$ cat config.mk
export PLATFORM = sky130hd
export DESIGN_NAME = bin2bcd_8bit
export DESIGN_NICKNAME = d
export VERILOG_FILES = /design/src/rtl/bin2bcd_8bit.sv
export SDC_FILE = /design/constraint.sdc
export NUM_CORES = 1
export LEC_CHECK = 0
export BUFFER_PORTS_ARGS = -buffer_cell sky130_fd_sc_hd__buf_4
export CAP_MARGIN = 20
export CORE_MARGIN = 5
export CORE_UTILIZATION = 30
export DETAILED_ROUTE_END_ITERATION = 8
export PLACE_DENSITY_LB_ADDON = 0.08
export SLEW_MARGIN = 20
export SYNTH_ARGS = -nofsm -noshare
export SYNTH_HDL_FRONTEND = slang
export SYNTH_SLANG_ARGS = --single-unit
$ cat constraint.sdc
create_clock -name Clk -period 1.65 [get_ports Clk]
set_input_delay 0.165 -clock Clk [delete_from_list [all_inputs] [get_ports Clk]]
set_output_delay 0.165 -clock Clk [all_outputs]
set_load 0.02 [all_outputs]
$ cat src/rtl/bin2bcd_8bit.sv
// bin2bcd_8bit: sequential shift-and-add-3 binary to packed BCD converter with start/busy/done handshake
module bin2bcd_8bit #(
  parameter int bitwidth = 8,
  parameter int digits = 3
) (
  input  logic                  Clk,
  input  logic                  Reset,
  input  logic                  Start,
  input  logic [bitwidth-1:0]   Bin,
  output logic                  Busy,
  output logic                  Done,
  output logic [4*digits-1:0]   Bcd
);
  localparam int W = 4 * digits;
  localparam int CW = $clog2(bitwidth + 1);
  typedef enum logic [1:0] {IDLE, SHIFT, DONE} state_t;
  state_t              state_q;
  logic [W+bitwidth-1:0] sr_q, sr_d;
  logic [W-1:0]        adj;
  logic [CW-1:0]       cnt_q;
  logic [W-1:0]        bcd_q;
  logic                done_q;
  genvar d;
  generate
    for (d = 0; d < digits; d++) begin : g_add3
      assign adj[4*d+:4] = sr_q[bitwidth+4*d+:4] >= 4'd5 ? sr_q[bitwidth+4*d+:4] + 4'd3 : sr_q[bitwidth+4*d+:4];
    end
  endgenerate
  // one double-dabble step: corrected scratch digits then shift the whole register left
  always_comb sr_d = {adj, sr_q[bitwidth-1:0]} << 1;
  // control FSM; Bcd only loads on the final shift so it never shows partial values
  always_ff @(posedge Clk) begin
    if (Reset) begin
      state_q <= IDLE;
      sr_q    <= '0;
      cnt_q   <= '0;
      bcd_q   <= '0;
      done_q  <= 1'b0;
    end else begin
      done_q <= 1'b0;
      case (state_q)
        IDLE: if (Start) begin
          sr_q    <= {{W{1'b0}}, Bin};
          cnt_q   <= CW'(bitwidth);
          state_q <= SHIFT;
        end
        SHIFT: begin
          sr_q  <= sr_d;
          cnt_q <= cnt_q - 1'b1;
          if (cnt_q == CW'(1)) begin
            bcd_q   <= sr_d[W+bitwidth-1:bitwidth];
            done_q  <= 1'b1;
            state_q <= DONE;
          end
        end
        default: state_q <= IDLE;
      endcase
    end
  end
  assign Busy = state_q != IDLE;
  assign Done = done_q;
  assign Bcd  = bcd_q;
endmodule

==> results.txt, run 1 <==
Nets: 265
Layout Skew: 0.00606 ns
CP max stage delay: 0.38 ns
DRT iter0 DRCs: 68
CTS tree: built
Filler Cells Inserted: 673
Initial core utilization: 30.8%
CP Capture Type: flip-flop
DRC violations left: 0
Number of synthesized register bits: 39
Most frequent cell after synthesis: dfxtp_1
Critical path class: reg -> reg
CTS root buffer: clkbuf_8
Worst slew margin: 71.6%
Placer Congestion: 0.721
Chip height: 90.5 um
H-Tree Depth: 2
Share of cells above drive strength 1: 25.9%
Via density: 4.93
GRT overflow: 0
Cells after synthesis: 219
IO Count: 25
FF/Latch Area: 781 um2
Ys flop type: dfxtp_1
Antenna viol nets, final: 0
Clock tree sinks: 39
Synth-to-Final Area Change: 19.1%
Synth cell count leaders: dfxtp_1 (39), nor2_1 (28), a21oi_1 (21)
Fmax: 0.653 GHz
Max cap viols: 0
Post-synth EDFFs: 0
Pwr Density: 832 nW/um2
Clk_lat worst skew: 0.29 ns
Reg clk slew, reported paths: 0.08 ns
First-pass GRT wire length: 7600 um
Final TNS setup: 0 ns
Pin count of the biggest net entering global routing: 24
Initial antenna violation count: 0
Vias in the first global route: 1,540
Peak supply drop: 335 uV
WP data required: 1.87 ns
Row count: 29
Critical path peak fanout: 5
Antenna Diode Count: 0
Core area: 6310 um2
CTS Buf Count: 5
Net Count, Synth: 238
Top post-synthesis cells by area: dfxtp_1 (40%), a21oi_1 (5.4%), nor2_1 (5.4%)
Tot GR Track Use: 11.4%
Die width: 90.5 um
Area occupied by multi-input gates: 1020 um2
Arrival time worst endpoint: 1.75 ns
Async SR Flop Fraction: 0%
Setup repair bufs after CTS: 0
Final setup violation count: 0
# hold bufs at CTS: 0
Buffers on Ports: 24
Worst slack, placed: 0.0768 ns
Sequential area share after synthesis: 40.2%
CTS max path bufs: 2
CP Cell Sequence: inv_1 -> ha_1 -> nand2b_1 -> a21oi_2 -> mux2_2 -> o22ai_2
Final WS setup: 0.118 ns
Worst Tran Pin Value: 0.425 ns
Startpoint types: flip-flop
CTS resizes: 0
Ys Warns: 0
CP max-delay cell: mux2_2
RSZ-0062 raised after global routing: false
Mean Syn Cell Area: 8.87 um2
P_leak: 0.872 nW
Post-synth cell types: 34
Final HPWL from detailed placement: 3150 um
Tcrit/Tclk final: 92.8%
WL final: 4490 um
Hold Vio Cnt, Final: 0
Synth top area share: 40.2%
DR vias: 1,597
Outcome: finished, final reports clean
Hold Crit Class: in -> reg
Pins Over Slew Limit: 0
Min cycle time layout: 1.53 ns
Die area: 8190 um2
Average wire per cell in the routed design: 13.8 um
Synth area leader: dfxtp_1
First drt pass iteration count: 4
Synthesized area: 1940 um2
[final cells by class]
class                   count  share of cell area (%)
multi-input cells         149                    44.1
flip-flops and latches     39                    33.7
clock inverters             1                   0.216
well taps                  77                    4.16
clock buffers               7                    3.30
inverters                  16                    2.59
repair buffers             35                    11.9
[flip-flops by register name, indices dropped and copies added, names as in the netlist]
| name | count |
|---|---|
| Bcd | 12 |
| Done | 1 |
| cnt_q | 4 |
| sr_q | 20 |
| state_q | 2 |
[report_power, final]
| part | internal, mW | switching, mW | total, mW |
|---|---|---|---|
| logic | 0.125 | 0.154 | 0.279 |
| registers | 0.980 | 0.0317 | 1.01 |
| clock network | 0.297 | 0.338 | 0.635 |
| total | 1.40 | 0.524 | 1.93 |
[critical path, delay by kind of cell (launching register included)]
kind / cells / cell delay (ns)
and+or+nand+nor: 1 / 0.09
muxes: 1 / 0.38
AOI/OAI and AO/OA: 2 / 0.31
DFF: 1 / 0.33
buffers and inverters: 1 / 0.10
adders and majority gates: 1 / 0.25
[routing by layer]
metal	track usage, %	wire [um]
met2	17.1	2010
met5	0	0
met1	15.7	2290
met3	3.17	135
met4	3.72	51
[placed cells by master, fill, tap and decap left out, types with 4 or more instances in the layout]
master / netlist / layout
dfxtp_1: 39 / 39
buf_4: 2 / 34
nor2_1: 28 / 28
a21oi_1: 21 / 18
inv_1: 16 / 16
nand2b_1: 12 / 12
o21ai_0: 9 / 9
a211oi_1: 8 / 8
ha_1: 8 / 7
o22ai_2: 6 / 6
nor3_1: 6 / 6
nor3b_1: 5 / 5
o32ai_1: 5 / 5
clkbuf_8: 0 / 5
nor2b_1: 4 / 4
nand2_1: 4 / 4
mux2_2: 4 / 4
nand3b_1: 4 / 4
[final timing paths]
path,startpoint,to,slack [ns],depth (start not counted)
worst max-delay path,sr_q[16]$_SDFFE_PP0P_,Bcd[10]$_SDFFE_PP0P_,0.12,6
worst min-delay path,Bin[4],sr_q[4]$_SDFFE_PP0P_,0.17,3
worst max register to register,sr_q[16]$_SDFFE_PP0P_,Bcd[10]$_SDFFE_PP0P_,0.12,6
worst min register to register,Bcd[0]$_SDFFE_PP0P_,Bcd[0]$_SDFFE_PP0P_,0.46,2
[cells by family after synthesis]
family	after synthesis	synth area share, %
fa+ha+maj	8	5.15
flops	39	40.2
simple gates	72	20.0
compound gates	62	23.1
xor+xnor	3	1.35
mux	4	2.32
buf+inv	31	7.98
[metrics by stage]
step	instances	instance area [um2]	utilization, %	hold slack, ns	total power, mW
finish	324	2310	36.7	0.175	1.93
detailed placement	316	2220	35.2	0.452	1.32
CTS	324	2300	36.4	0.168	1.96
global route	324	2310	36.7	0.199	2.03
global placement	316	2220	35.2	0.451	1.32
floorplan	219	1940	-	0.373	1.22
Power figures use the tool's default switching activity.
==> run 2, diff against run 1 <==
REMOVE_ABC_BUFFERS = 1   (was not set)
clock period = 1.7 ns   (was 1.65 ns; I/O delays follow)
==> run 2 against run 1 <==
Fmax down 1.9%. Total power down 3.3%. Die area unchanged. Via count down 2.8%. Clock skew up 0.0043 ns. Largest cell class unchanged.
==> results.txt, run 2 (synthesis results as in run 1) <==
Hold Crit Class: in -> reg
Final WS setup: 0.138 ns (+0.0200 ns)
Row count: 29 (unchanged)
Average wire per cell in the routed design: 13.8 um (-0.47%)
Psw: 0.505 mW (-3.5%)
Startpoint types: flip-flop
Share of cells above drive strength 1: 24.3% (-1.6 points)
CTS Buf Count: 5 (unchanged)
Pin count of the biggest net entering global routing: 40 (+67%)
Critical path peak fanout: 5 (unchanged)
Peak supply drop: 378 uV (+13%)
Layout Skew: 0.0103 ns (+0.00427 ns)
Clk_lat worst skew: 0.29 ns (about the same)
Core area: 6310 um2 (unchanged)
Placed cells: 312 (-1.3%)
Pins Over Slew Limit: 0 (unchanged)
Most flops, register: sr_q
Fmax: 0.640 GHz (-1.9%)
First-pass GRT wire length: 7450 um (-2.1%)
Layout Cells excl Fill: 320 (-1.2%)
Filler Cells Inserted: 669 (-0.59%)
Antenna viol nets, final: 0 (unchanged)
Via density: 4.85 (-1.6%)
Initial antenna violation count: 0 (unchanged)
Max cap viols: 0 (unchanged)
CP Capture Type: flip-flop
Die width: 90.5 um (unchanged)
Chip height: 90.5 um (unchanged)
CP max-delay cell: mux2_2
Antenna Diode Count: 0 (unchanged)
Worst slew margin: 70.5% (-1.1 points)
Hold slack: 0.179 ns (+0.00441 ns)
Clock tree sinks: 39 (unchanged)
Sw frac: 27.1% (-0.036 points)
DR vias: 1,552 (-2.8%)
Synth-to-Final Area Change: 17.4%
Worst slack, placed: 0.108 ns (+0.0311 ns)
Min cycle time layout: 1.56 ns (+0.0300 ns)
Worst Tran Pin Value: 0.443 ns (+0.0172 ns)
CTS tree: built
Critical path class: reg -> reg
Hold Vio Cnt, Final: 0 (unchanged)
Die area: 8190 um2 (unchanged)
Reg clk slew, reported paths: 0.08 ns (about the same)
Cell Area, Placed: 2190 um2 (-1.4%)
Total power draw: 1.86 mW (-3.3%)
IO Count: 25 (unchanged)
Final Util: 36.1% (-0.54 points)
DRC violations left: 0 (unchanged)
CTS max path bufs: 2 (unchanged)
WP data required: 1.92 ns (+0.05 ns)
Nets: 261 (-1.5%)
Final setup violation count: 0 (unchanged)
Outcome: finished, final reports clean
First drt pass iteration count: 4 (unchanged)
Final HPWL from detailed placement: 2960 um (-6.1%)
Largest register FFs: 20 (unchanged)
# hold bufs at CTS: 0 (unchanged)
WL final: 4410 um (-1.7%)
Vias in the first global route: 1,501 (-2.5%)
Final TNS setup: 0 ns (unchanged)
Finished Cell Area: 2280 um2 (-1.5%)
CP Cell Sequence: inv_1 -> ha_1 -> nand2b_1 -> a21oi_1 -> mux2_2 -> o22ai_2
CTS root buffer: clkbuf_8
Clock share of power: 33.2% (+0.2 points)
Placer Congestion: 0.688 (-4.6%)
Tot GR Track Use: 11.3% (-0.12 points)
CP max stage delay: 0.39 ns (about the same)
Comb power frac: 14.3% (-0.2 points)
Buffers on Ports: 24 (unchanged)
DRT iter0 DRCs: 45 (-34%)
Pint: 1.36 mW (-3.3%)
Arrival time worst endpoint: 1.79 ns (+0.04 ns)
Most common library cell in the layout ignoring fill and taps: dfxtp_1
H-Tree Depth: 2 (unchanged)
Tcrit/Tclk final: 91.9% (-0.96 points)
RSZ-0062 raised after global routing: false
GRT overflow: 0 (unchanged)
Pwr Density: 816 nW/um2 (-1.9%)
Sequential share of power: 52.6% (about the same)
P_leak: 0.853 nW (-2.2%)
Most frequent cells in the layout: dfxtp_1 (39), buf_4 (30), nor2_1 (28), a21oi_1 (19), inv_1 (16)
Initial core utilization: 30.8% (unchanged)
==> run 2: area by class of cell <==
type,count,area [um2],area share [%]
tap,77,96.3,4.22
clock inverter,1,5.00,0.219
timing repair buffer,31,245,10.8
inverter,16,60.1,2.63
multi-input combinational,149,1020,44.6
sequential,39,781,34.2
clock buffer,7,76.3,3.35
==> run 2: what timing repair did <==
action,in CTS,in global routing
setup endpoints to repair,0,4
resized for setup,0,3
buffers inserted,0,0
==> run 2: power groups by stage <==
stage,clock network (mW),registers [mW],logic (mW)
2_1_floorplan,0,1.01,0.148
3_3_place_gp,0,1.00,0.273
3_5_place_dp,0,1.00,0.270
4_1_cts,0.658,0.980,0.271
5_1_grt,0.678,0.985,0.303
6_report,0.617,0.979,0.266
==> run 2: final timing paths <==
| check | startpoint | cells after the start | slack [ns] | end |
|---|---|---|---|---|
| hold reg to reg | Bcd[0]$_SDFFE_PP0P_ | 2 | 0.47 | Bcd[0]$_SDFFE_PP0P_ |
| setup reg to reg | sr_q[16]$_SDFFE_PP0P_ | 6 | 0.14 | Bcd[10]$_SDFFE_PP0P_ |
| setup / recovery | sr_q[16]$_SDFFE_PP0P_ | 6 | 0.14 | Bcd[10]$_SDFFE_PP0P_ |
| hold / removal | Bin[4] | 3 | 0.18 | sr_q[4]$_SDFFE_PP0P_ |
==> run 2: critical path, delay by kind of cell, from the launching register on <==
family / cells / cell delay [ns]
AOI/OAI and AO/OA: 2 / 0.36
adders and majority gates: 1 / 0.24
buffers and inverters: 1 / 0.11
DFF: 1 / 0.32
muxes: 1 / 0.39
and+or+nand+nor: 1 / 0.08
==> run 2: per-layer routing <==
layer | track usage, % | share of wire [%] | vias up
met4 | 4.09 | 1.4 | 0
met2 | 18.0 | 46 | 20
met1 | 14.4 | 50 | 718
li1 | - | - | 807
met3 | 3.08 | 3.1 | 7
met5 | 0 | 0 | -
==> run 3, diff against run 2 <==
CORE_UTILIZATION = 51   (was 30)
clock period = 1.3 ns   (was 1.7 ns; I/O delays follow)
==> run 3 against run 2 <==
The run now ends with negative setup slack left. Register-to-register slack worse by 0.31 ns. Fmax increased by 6.3%. Non-clock buffer count up 31. Total power rose by 40%. First-iteration DRC count rose by 140%. Die area is 37% lower. Design area increased by 29%. Hold slack lost 0.030 ns. Critical path depth is the same. Utilization increased by 43 points. Worst setup slack got worse by 0.31 ns. Largest power group unchanged.
==> results.txt, run 3 (synthesis results as in run 1) <==
Pwr Density: 888 nW/um2 (+8.8%)
Sum of buffers and inverters on the critical path: 1 (unchanged)
Nets: 292 (+12%)
CP Capture Type: flip-flop
Startpoint types: flip-flop
Reg-to-Reg Start: sr_q[13]$_SDFFE_PP0P_
Most flops, register: sr_q
Via density: 5.80 (+20%)
Initial core utilization: 52.7% (+22 points)
Global routing's busiest layer: met2
Top Family by Delay on Critical Path: flip-flops
Synth-to-Final Area Change: 50.9%
Die area: 5140 um2 (-37%)
Average wire per cell in the routed design: 16.7 um (+21%)
P_leak: 1.12 nW (+32%)
Antenna Diode Count: 0 (unchanged)
Chip height: 71.7 um (-21%)
Cell Area, Placed: 2350 um2 (+7.3%)
Tot GR Track Use: 19.8% (+8.5 points)
Comb power frac: 19.7% (+5.4 points)
Antenna viol nets, final: 0 (unchanged)
DRT iter0 DRCs: 107 (+140%)
Min cycle time layout: 1.47 ns (-0.0924 ns)
# hold bufs at CTS: 0 (unchanged)
Buffers on Ports: 24 (unchanged)
Final Util: 79.5% (+43 points)
WP data required: 1.52 ns (-0.40 ns)
Critical path peak fanout: 3 (-2)
Pins Over Slew Limit: 0 (unchanged)
CTS root buffer: clkbuf_8
Vias in the first global route: 1,730 (+15%)
Finished Cell Area: 2930 um2 (+29%)
Most common library cell in the layout ignoring fill and taps: buf_4
Final HPWL from detailed placement: 3100 um (+4.8%)
Clk_lat worst skew: 0.30 ns (about the same)
Die width: 71.7 um (-21%)
Arrival time worst endpoint: 1.69 ns (-0.10 ns)
Worst Tran Pin Value: 0.478 ns (+0.0359 ns)
Crit. Startpoint: sr_q[13]$_SDFFE_PP0P_
M1 GR Usage: 24.1% (+9.7 points)
Peak supply drop: 532 uV (+41%)
Global routing met2 resource utilization: 35.2% (+17 points)
First-pass GRT wire length: 8090 um (+8.7%)
GRT overflow: 0 (unchanged)
Row count: 22 (-24%)
Initial antenna violation count: 0 (unchanged)
Largest register FFs: 20 (unchanged)
First drt pass iteration count: 7 (+3)
Fmax: 0.681 GHz (+6.3%)
Max cap viols: 0 (unchanged)
Filler Cells Inserted: 251 (-62%)
Sw frac: 27.9% (+0.79 points)
Reg-to-reg endpoint: sr_q[14]$_SDFFE_PP0P_
R2R depth: 6 (unchanged)
Worst slew margin: 67.8% (-2.7 points)
IO Count: 25 (unchanged)
Most frequent cells in the layout: buf_4 (51), dfxtp_1 (27), nor2_1 (27), a21oi_1 (16), dfxtp_2 (11)
Critical path class: reg -> reg
Core area: 3690 um2 (-42%)
Crit path depth: 6 (unchanged)
Pint: 1.88 mW (+38%)
Hold Vio Cnt, Final: 0 (unchanged)
CP Cell Sequence: inv_4 -> ha_4 -> nand2b_4 -> a21oi_4 -> mux2_4 -> o21ai_2
Outcome: complete, but fails checks
Final WS setup: -0.169 ns (-0.308 ns)
Tcrit/Tclk final: 113% (+21 points)
Clock share of power: 30.8% (-2.4 points)
Sequential share of power: 49.5% (-3.1 points)
CTS Buf Count: 5 (unchanged)
CTS max path bufs: 2 (unchanged)
Reg clk slew, reported paths: 0.08 ns (about the same)
Share of cells above drive strength 1: 52.9% (+29 points)
Psw: 0.727 mW (+44%)
H-Tree Depth: 2 (unchanged)
DR vias: 1,869 (+20%)
CP max-delay cell: dfxtp_2
CP max stage delay: 0.37 ns (-0.02 ns)
Worst slack, placed: -0.303 ns (-0.411 ns)
Layout Skew: 0.00560 ns (-0.00474 ns)
DRC violations left: 0 (unchanged)
Total power draw: 2.60 mW (+40%)
Hold Crit Class: in -> reg
Failing checks: negative setup slack
CP endpoint: sr_q[14]$_SDFFE_PP0P_
Hold slack: 0.149 ns (-0.0297 ns)
R2r setup slk: -0.17 ns (-0.31 ns)
Final setup violation count: 16 (+16)
Met3 usage: 5.19% (+2.1 points)
Clock tree sinks: 39 (unchanged)
WL final: 5370 um (+22%)
CTS tree: built
RSZ-0062 raised after global routing: true
Pin count of the biggest net entering global routing: 28 (-30%)
Placer Congestion: 0.845 (+23%)
run 3: worst min-delay path, cell delays in order:
cell and delay (ns):
buf_4 0.08, o22ai_1 0.06, a21oi_1 0.14
run 3: timing repair:
| item | in CTS | in global routing |
|---|---|---|
| gates resized for setup | 58 | 46 |
| pin swaps | 19 | 12 |
| endpoints found under the hold margin | 0 | 0 |
| cloned | 1 | 0 |
| endpoints found under the setup margin | 25 | 35 |
| buffers inserted | 3 | 3 |
run 3: worst min-delay path by stage:
stage	startpoint	endpoint	slack (ns)	cells after the start
finish	Bin[1]	sr_q[1]$_SDFFE_PP0P_	0.15	3
global placement	Bin[4]	sr_q[4]$_SDFFE_PP0P_	0.43	3
CTS	Bin[4]	sr_q[4]$_SDFFE_PP0P_	0.15	3
floorplan	Reset	sr_q[2]$_SDFFE_PP0P_	0.20	1
global route	Bin[4]	sr_q[4]$_SDFFE_PP0P_	0.18	3
detailed placement	Bin[4]	sr_q[4]$_SDFFE_PP0P_	0.45	3
run 3: layout make-up:
cell class                      instances  area [um2]  share of cell area, %
Clock buffer                            7        76.3                   2.60
Clock inverter                          1        5.00                  0.171
Inverter                               16        67.6                   2.30
Multi-Input combinational cell        149        1400                   47.8
Sequential cell                        39         798                   27.2
Tap cell                               48        60.1                   2.05
Timing Repair Buffer                   62         524                   17.9
run 3: through the flow:
stage,setup TNS [ns],cells
2_1_floorplan,-11.14,204
6_report,-1.09,322
3_5_place_dp,-2.99,309
3_3_place_gp,-1.85,309
4_1_cts,-0.759,321
5_1_grt,-2.27,322
run 3: layer usage:
layer | share of wire [%] | wire [um]
met2 | 51 | 2760
met4 | 2.8 | 149
met5 | 0 | 0
met3 | 4.4 | 234
met1 | 41 | 2230
run 3: power groups by stage:
| stage | clock (mW) | combinational, mW | sequential [mW] |
|---|---|---|---|
| 2_1_floorplan | 0 | 0.194 | 1.32 |
| 3_3_place_gp | 0 | 0.386 | 1.30 |
| 3_5_place_dp | 0 | 0.395 | 1.31 |
| 4_1_cts | 0.812 | 0.443 | 1.29 |
| 5_1_grt | 0.847 | 0.559 | 1.29 |
| 6_report | 0.801 | 0.514 | 1.29 |
